$ cat src/rtl/mips_multicycle_control.sv
// ---------------------------------------------------------------------------
// mips_multicycle_control
//
// Moore control FSM for a multi-cycle MIPS datapath with a shared
// instruction/data memory port. It decodes opcode (instruction[31:26] from
// the instruction register) and drives every datapath select/enable each
// cycle. Memory accesses wait on mem_ready. Illegal opcodes and memory
// accesses that exceed MEM_TIMEOUT wait cycles park the FSM in HALT with an
// error code.
//
// Ports:
//   clk           system clock, rising edge
//   reset         asynchronous active-low reset
//   opcode        instruction[31:26] from the instruction register
//   mem_ready     memory access completes this cycle
//   mem_read      memory read request
//   mem_write     memory write request
//   i_or_d        memory address select (0 = PC, 1 = ALU out)
//   ir_write      load the instruction register
//   pc_write      unconditional PC update
//   pc_write_cond PC update when ALU zero (beq)
//   pc_source     0 = ALU result, 1 = branch target, 2 = jump target
//   alu_src_a     0 = PC, 1 = read_data_1
//   alu_src_b     0 = rd2, 1 = 4, 2 = sext imm, 3 = sext imm << 2
//   alu_op        0 = add, 1 = sub, 2 = funct field
//   reg_dst       write register select (0 = ins[20:16], 1 = ins[15:11])
//   reg_write     register file write enable
//   mem_to_reg    write data select (0 = ALU out, 1 = memory data)
//   halted        FSM is in HALT
//   err_code      0 = none, 1 = illegal opcode, 2 = memory timeout
// ---------------------------------------------------------------------------
module mips_multicycle_control #(
  parameter int STATE_W     = 4,
  parameter int MEM_TIMEOUT = 255
) (
  input  logic       clk,
  input  logic       reset,
  input  logic [5:0] opcode,
  input  logic       mem_ready,
  output logic       mem_read,
  output logic       mem_write,
  output logic       i_or_d,
  output logic       ir_write,
  output logic       pc_write,
  output logic       pc_write_cond,
  output logic [1:0] pc_source,
  output logic       alu_src_a,
  output logic [1:0] alu_src_b,
  output logic [1:0] alu_op,
  output logic       reg_dst,
  output logic       reg_write,
  output logic       mem_to_reg,
  output logic       halted,
  output logic [1:0] err_code
);

  typedef enum logic [STATE_W-1:0] {
    ST_RST    = STATE_W'(0),
    ST_FETCH  = STATE_W'(1),
    ST_DECODE = STATE_W'(2),
    ST_MEM_ADR= STATE_W'(3),
    ST_MEM_RD = STATE_W'(4),
    ST_MEM_WB = STATE_W'(5),
    ST_MEM_WR = STATE_W'(6),
    ST_EXEC_R = STATE_W'(7),
    ST_ALU_WB = STATE_W'(8),
    ST_EXEC_I = STATE_W'(9),
    ST_IMM_WB = STATE_W'(10),
    ST_BRANCH = STATE_W'(11),
    ST_JUMP   = STATE_W'(12),
    ST_HALT   = STATE_W'(13)
  } state_t;

  localparam logic [5:0]  OP_RTYPE = 6'b000000;
  localparam logic [5:0]  OP_LW    = 6'b100011;
  localparam logic [5:0]  OP_SW    = 6'b101011;
  localparam logic [5:0]  OP_BEQ   = 6'b000100;
  localparam logic [5:0]  OP_J     = 6'b000010;
  localparam logic [5:0]  OP_ADDI  = 6'b001000;

  localparam logic [1:0]  ERR_ILLEGAL = 2'd1;
  localparam logic [1:0]  ERR_TIMEOUT = 2'd2;

  // Counter value in the wait cycle that would reach the limit.
  localparam logic [15:0] WAIT_LAST = 16'(MEM_TIMEOUT - 1);

  state_t      state_r;
  state_t      next_state_s;
  logic [15:0] wait_cnt_r;
  logic [1:0]  err_code_r;
  logic [1:0]  err_next_s;
  logic        in_wait_s;
  logic        timeout_s;

  // The counter only runs while a memory access is stalled; it clears in
  // every other cycle, so it is always zero on entry to an access state.
  assign in_wait_s = (state_r == ST_FETCH) || (state_r == ST_MEM_RD) ||
                     (state_r == ST_MEM_WR);
  assign timeout_s = in_wait_s && !mem_ready && (wait_cnt_r == WAIT_LAST);
  assign err_code  = err_code_r;

  // State, wait counter and sticky error code registers.
  always_ff @(posedge clk or negedge reset) begin
    if (!reset) begin
      state_r    <= ST_RST;
      wait_cnt_r <= 16'd0;
      err_code_r <= 2'd0;
    end else begin
      state_r    <= next_state_s;
      err_code_r <= err_next_s;
      if (in_wait_s && !mem_ready) begin
        wait_cnt_r <= wait_cnt_r + 16'd1;
      end else begin
        wait_cnt_r <= 16'd0;
      end
    end
  end

  // Next-state logic and Moore output decode.
  always_comb begin
    next_state_s  = state_r;
    err_next_s    = err_code_r;
    mem_read      = 1'b0;
    mem_write     = 1'b0;
    i_or_d        = 1'b0;
    ir_write      = 1'b0;
    pc_write      = 1'b0;
    pc_write_cond = 1'b0;
    pc_source     = 2'd0;
    alu_src_a     = 1'b0;
    alu_src_b     = 2'd0;
    alu_op        = 2'd0;
    reg_dst       = 1'b0;
    reg_write     = 1'b0;
    mem_to_reg    = 1'b0;
    halted        = 1'b0;
    case (state_r)
      ST_RST: begin
        next_state_s = ST_FETCH;
      end
      ST_FETCH: begin
        mem_read  = 1'b1;
        alu_src_b = 2'd1;
        // IR load and PC+4 commit only when the instruction word arrives.
        ir_write  = mem_ready;
        pc_write  = mem_ready;
        if (mem_ready) begin
          next_state_s = ST_DECODE;
        end else if (timeout_s) begin
          next_state_s = ST_HALT;
          err_next_s   = ERR_TIMEOUT;
        end else begin
          next_state_s = ST_FETCH;
        end
      end
      ST_DECODE: begin
        alu_src_b = 2'd3;
        case (opcode)
          OP_RTYPE:      next_state_s = ST_EXEC_R;
          OP_LW, OP_SW:  next_state_s = ST_MEM_ADR;
          OP_BEQ:        next_state_s = ST_BRANCH;
          OP_J:          next_state_s = ST_JUMP;
          OP_ADDI:       next_state_s = ST_EXEC_I;
          default: begin
            next_state_s = ST_HALT;
            err_next_s   = ERR_ILLEGAL;
          end
        endcase
      end
      ST_MEM_ADR: begin
        alu_src_a = 1'b1;
        alu_src_b = 2'd2;
        if (opcode == OP_LW) begin
          next_state_s = ST_MEM_RD;
        end else if (opcode == OP_SW) begin
          next_state_s = ST_MEM_WR;
        end else begin
          // Opcode changed under us since DECODE: treat as illegal.
          next_state_s = ST_HALT;
          err_next_s   = ERR_ILLEGAL;
        end
      end
      ST_MEM_RD: begin
        mem_read = 1'b1;
        i_or_d   = 1'b1;
        if (mem_ready) begin
          next_state_s = ST_MEM_WB;
        end else if (timeout_s) begin
          next_state_s = ST_HALT;
          err_next_s   = ERR_TIMEOUT;
        end else begin
          next_state_s = ST_MEM_RD;
        end
      end
      ST_MEM_WB: begin
        reg_write    = 1'b1;
        mem_to_reg   = 1'b1;
        next_state_s = ST_FETCH;
      end
      ST_MEM_WR: begin
        mem_write = 1'b1;
        i_or_d    = 1'b1;
        if (mem_ready) begin
          next_state_s = ST_FETCH;
        end else if (timeout_s) begin
          next_state_s = ST_HALT;
          err_next_s   = ERR_TIMEOUT;
        end else begin
          next_state_s = ST_MEM_WR;
        end
      end
      ST_EXEC_R: begin
        alu_src_a    = 1'b1;
        alu_op       = 2'd2;
        next_state_s = ST_ALU_WB;
      end
      ST_ALU_WB: begin
        reg_write    = 1'b1;
        reg_dst      = 1'b1;
        next_state_s = ST_FETCH;
      end
      ST_EXEC_I: begin
        alu_src_a    = 1'b1;
        alu_src_b    = 2'd2;
        next_state_s = ST_IMM_WB;
      end
      ST_IMM_WB: begin
        reg_write    = 1'b1;
        next_state_s = ST_FETCH;
      end
      ST_BRANCH: begin
        alu_src_a     = 1'b1;
        alu_op        = 2'd1;
        pc_write_cond = 1'b1;
        pc_source     = 2'd1;
        next_state_s  = ST_FETCH;
      end
      ST_JUMP: begin
        pc_write     = 1'b1;
        pc_source    = 2'd2;
        next_state_s = ST_FETCH;
      end
      ST_HALT: begin
        halted       = 1'b1;
        next_state_s = ST_HALT;
      end
      default: begin
        next_state_s = ST_RST;
      end
    endcase
  end

endmodule

$ cat config.mk
export PLATFORM = sky130hd
export DESIGN_NAME = mips_multicycle_control
export DESIGN_NICKNAME = d
export VERILOG_FILES = /design/src/rtl/mips_multicycle_control.sv
export SDC_FILE = /design/constraint.sdc
export NUM_CORES = 1
export LEC_CHECK = 0
export CORE_MARGIN = 4
export CORE_UTILIZATION = 40
export DETAILED_ROUTE_END_ITERATION = 10
export GPL_TIMING_DRIVEN = 0
export PLACE_DENSITY = 0.67
export SKIP_CTS_REPAIR_TIMING = 1
export SYNTH_ARGS = -nofsm -noshare
export SYNTH_HDL_FRONTEND = slang
export SYNTH_SLANG_ARGS = --single-unit
$ cat constraint.sdc
create_clock -name clk -period 1.8 [get_ports clk]
set_input_delay 0.18 -clock clk [delete_from_list [all_inputs] [get_ports clk]]
set_output_delay 0.18 -clock clk [all_outputs]
set_load 0.03 [all_outputs]
* Yosys cells after proc, flatten, opt, wreduce, memory -nomap -nowiden
Index checks and enable logic that the tools add are counted.
** Word-level totals
- Output and inout bits :: 19
- Memories kept :: 0
- ROM bits :: 0
- Bits in latches :: 0
- Bits of input ports :: 9
- Flip-flop bits (word level) :: 22
- Bits in writable memories :: 0
** Cells by class
- Bitwise logic cells :: 0
- Shift operators :: 0
- Magnitude comparators :: 0
- Reductions and logical operators :: 18
- Equal/unequal tests :: 24
- $add $sub $neg :: 1
- Multiplexer cells :: 31
- Multiply operators :: 0
- Divide/modulo/power cells :: 0
** Operator list (number)
- one-hot mux 4 bit (9 select lines) :: 1
- 2-to-1 mux 4 bit :: 8
- == test 4 bit (second input constant) :: 6
- one-hot mux 4 bit (5 select lines) :: 1
- adder 16 x 1 -> 16 bit (second input constant) :: 1
- == test 16 x 8 -> 1 bit (second input constant) :: 1
- == test 4 x 3 -> 1 bit (second input constant) :: 4
- 2-to-1 mux 16 bit :: 1
- == test 6 bit (second input constant) :: 2
- one-hot mux 2 bit (3 select lines) :: 2
- OR reduction 6 bit :: 2
- 2-to-1 mux 1 bit :: 10
- 2-to-1 mux 2 bit :: 5
- == test 4 x 2 -> 1 bit (second input constant) :: 2
- inequality test 2 bit (second input constant) :: 4
- one-hot mux 2 bit (2 select lines) :: 2
- OR reduction 2 bit :: 4
- == test 6 x 2 -> 1 bit (second input constant) :: 1
- == test 6 x 3 -> 1 bit (second input constant) :: 1
- == test 6 x 4 -> 1 bit (second input constant) :: 1
- zero test 6 bit :: 1
- AND reduction 6 bit :: 1
- OR reduction 3 bit :: 2
- == test 4 x 1 -> 1 bit (second input constant) :: 1
- other kinds (8) :: 10

* Depth between registers and ports, before layout
- Depth after elaboration :: 8
- Mapped depth :: 6
- Depth with buffers taken out :: 6

* Worst setup path before layout
No wires, ideal clock.
- Kind :: reg2out
- From :: reg state_r[2]
- To :: out pc_write
- Stages on the path, launching flop included :: 5
- Setup slack :: -0.214 ns
- Required time :: 1.620 ns
- Arrival :: 1.834 ns
- Buffers on the path :: 1
- Path through :: dfrtp_1 -> clkbuf_1 -> nand2_1 -> nor3_1 -> or2_2
** Between the ends
- Word-level cells in the longest chain between the ends :: 2
- Elaborated cells between the ends (all ways) :: 3
- Classes of those cells :: 2 x eq/ne; 1 x mux
** Ends and longest elaborated chain
- start, declared :: line 87 : state_t state_r;
- start signal, assigned :: line 109 : state_r <= next_state_s;
- == test 4 bit / == test 4 x 1 -> 1 bit (equally long branches) :: line 137 : case (state_r)
- one-hot mux 1 bit (2 select lines) (*) :: line 137
- end, declared :: line 44 : output logic pc_write,
Mark *: on every way between the ends. The rest lies on a longest branch, timed or not.

* Final worst setup path
- From :: reg state_r[2]
- To :: reg err_code_r[0] (netlist: err_code[0])
** Between the ends
- Word-level cells in the longest chain between the ends :: 7
- Elaborated cells between the ends (all ways) :: 18
- Classes of those cells :: 10 x eq/ne; 1 x mux; 7 x reduce/logical
** Ends and longest elaborated chain
- == test 4 x 1 -> 1 bit / == test 4 x 3 -> 1 bit (equally long branches) :: line 97, 137
- logical OR 1 bit (2 in series) :: line 97 : assign in_wait_s = (state_r == ST_FETCH) || (state_r == ST_MEM_RD) ||
- logical AND 1 bit (2 in series) :: line 99 : assign timeout_s = in_wait_s && !mem_ready && (wait_cnt_r == WAIT_LAST);
- inequality test 2 x 1 -> 1 bit (no source line)
- AND reduction 6 bit (no source line)
- end signal, assigned :: line 110 : err_code_r <= err_next_s;
- end, declared :: line 90 : logic [1:0] err_code_r;
Several ways; a longest one is shown, not always the timed one.
A chain may end at the register's enable or synchronous reset.

==> metrics.csv <==
metric,value,unit
outcome,"finished, violations left",
failing checks,setup timing,
Worst Path Buf+Inv,2,
Max Clock Skew,0.01501,ns
"Cell Chain, Critical Path",or3b_4 -> a211o_1 -> buf_6 -> nor3_4 -> buf_4 -> a21oi_1,
YS warnings,0,
post-synthesis sequential area ratio,38.06,%
Die Y,68.13,um
"Arr. time, crit path",2.03,ns
initial antenna violation count,0,
Slew HR,36.48,%
placer congestion estimate,0.9153,
DIE WIDTH,68.13,um
Net Sw Power,0.001059,W
Routed Antenna Nets,0,
core footprint,0.003416,mm^2
flop-to-flop setup slack,-0.03,ns
Total Wirelength,3481,um
final setup violation count,2,
Cell Int Power,0.001353,W
P&R area growth vs syn,29.84,%
CP startpoint,state_r[2],
initial DRC count,63,
vias per cell,5.498,
class of the worst hold path,in -> async,
minimum clock period,1.832,ns
reg2reg path depth,6,
worst slew pin tran,0.9499,ns
biggest area consumer among synthesized cells,dfrtp_1,
DP Wirelength,2640,um
Combinational Power Share,59.7,%
CTS tree,yes,
critical path endpoint category,flip-flop,
Switching Share,43.90,%
Peak supply drop,0.0006521,V
CTS Buf Count,3,
Pre-antenna DRT Iters,4,
DRC Markers,0,
num rows,21,
final net count,219,
mean post-synth cell area,8.409,um^2
post-synthesis cell count,172,
f_max,545.9,MHz
Fin. Hold Viols,0,
I/O pin cnt,28,
grt total ovfl,0,
layout cells sized above 1,24.64,%
max_cap viols,0,
CP max-delay cell,dfrtp_2,
fin crit share,101.8,%
first-pass GRT wire length,5830,um
CP peak stage delay,0.47,ns
maximum root-to-sink buffer count,2,
Yosys top cell area share,38.06,%
critical path class,reg -> reg,
largest net degree at the start of global routing,23,
stages on the worst setup path,6,
CTS Sinks,22,
RSZ-0062 raised after global routing,yes,
Tot Pwr,0.002412,W
I/O Buffers,27,
Worst R2R End,err_code[0],
pre-CTS worst setup slack,-0.5680,ns
Die Footprint,0.004642,mm^2
Clock Pin Slew Worst Setup and Hold Paths,0.13,ns
clock latency on the worst-skew pair,0.31,ns
CP top delay family,simple AND/OR/NAND/NOR gates,
crit path capture,err_code[0],
Crit Reg-Reg Startpoint,state_r[2],
WL/cell,13.76,um
GRT Overall Usage,16.34,%
Area contributors post-synth,"dfrtp_1 38%, nor2_1 6.2%, xor2_1 5.4%",
register share of total power,24.8,%
Root Buffer,clkbuf_4,
fin worst setup slack,-0.03170,ns
Synth cell types,43,
Syn Nets,183,
vias,1391,
Post-synth EDFFs,0,
Slew Limit Fails,0,
prevailing post-synth register cell,dfrtp_1,
PD cells,1285,mW/mm^2
CP required,2.00,ns
Initial Util,42.34,%
critical path peak fanout,8,
element type at the critical path start,flip-flop,
H-tree levels,1,
Static Leak,0.8437,nW
Clk pwr share,15.5,%
cell area after synthesis,0.001446,mm^2
vias in the first global route,1319,
"Async S/R FF share, synth",100.0,%
register bit total from synthesis,22,
n_diodes,0,
-- sequential cells by signal, indices dropped and copies added, names as in the netlist --
register	flops
err_code	2
state_r	4
wait_cnt_r	16
-- synthesized netlist by cell type (all sizes together) (3+ instances only) --
master / instances
nor4: 3
clkbuf: 9
xnor2: 5
inv: 6
xor2: 9
dfrtp: 22
o21ai: 5
a21oi: 9
nor2: 24
nor3: 7
nand4: 5
and4: 4
buf: 4
nand2b: 5
nand3: 8
or3: 4
nand2: 13
-- placed cells by master (no fill, tap or decap), types with 3 or more instances in the layout --
master,count
clkbuf_4,4
clkbuf_2,9
nand4_1,5
nor4_1,3
dfrtp_1,20
xor2_1,9
xnor2_1,5
and4_1,4
buf_6,4
clkdlybuf4s50_1,10
nor2_1,21
a21oi_1,9
buf_4,14
nor3_2,3
nor3_1,3
nand2_1,12
buf_2,3
nand2b_1,3
nand3_1,8
o21ai_0,5
inv_1,6
or3_1,4
-- worst min-delay path by stage --
stage,depth (start not counted),endpoint
floorplan,0,err_code[0]
global placement,1,err_code[1]
detailed placement,1,err_code[1]
CTS,1,wait_cnt_r[7]
global route,1,wait_cnt_r[8]
finish,1,wait_cnt_r[7]
-- per-layer routing --
metal	track usage, %	part of all wire, %	vias up
li1	-	-	677
met3	3.120	4.2	2
met2	28.64	50	28
met4	2.978	0.40	0
met1	20.99	45	684
met5	0	0	-
-- power by group through the flow --
stage                     clock network [W]  logic [W]  registers, W
final                              0.000373    0.00144      0.000599
after global routing               0.000408    0.00156      0.000606
after CTS                          0.000381    0.00132      0.000603
after detailed placement                  0    0.00132      0.000614
after global placement                    0    0.00130      0.000612
after floorplan                           0   0.000884      0.000600
-- per-stage QoR --
step / area, um^2 / cells / setup TNS (ns) / utilization [%] / hold WS, ns
global placement: 1782 / 245 / -5.823 / 52.16 / 0.4634
finish: 1878 / 253 / -0.05477 / 54.98 / 0.3818
CTS: 1834 / 249 / -12.13 / 53.70 / 0.4150
global route: 1878 / 253 / -0.5541 / 54.98 / 0.4568
floorplan: 1454 / 172 / -0.01659 / - / -0.1156
detailed placement: 1782 / 245 / -6.065 / 52.16 / 0.4715
-- kinds of logic after synthesis --
family / share of synthesized area, %
and+or+nand+nor: 32.18
xor gates and xnor gates: 8.478
AOI/OAI and AO/OA: 12.63
buffers and inverters: 6.228
adders and majority gates: 2.422
DFF: 38.06
-- layout make-up --
| class | instances | area (um^2) |
|---|---|---|
| well taps | 46 | 57.56 |
| flip-flops and latches | 22 | 553.0 |
| repair buffers | 32 | 249.0 |
| plain buffers | 12 | 88.84 |
| inverters | 6 | 22.52 |
| clock inverters | 1 | 30.03 |
| multi-input cells | 131 | 854.6 |
| fillers | 318 | 1538 |
| clock buffers | 3 | 22.52 |
Power figures use the tool's default switching activity.
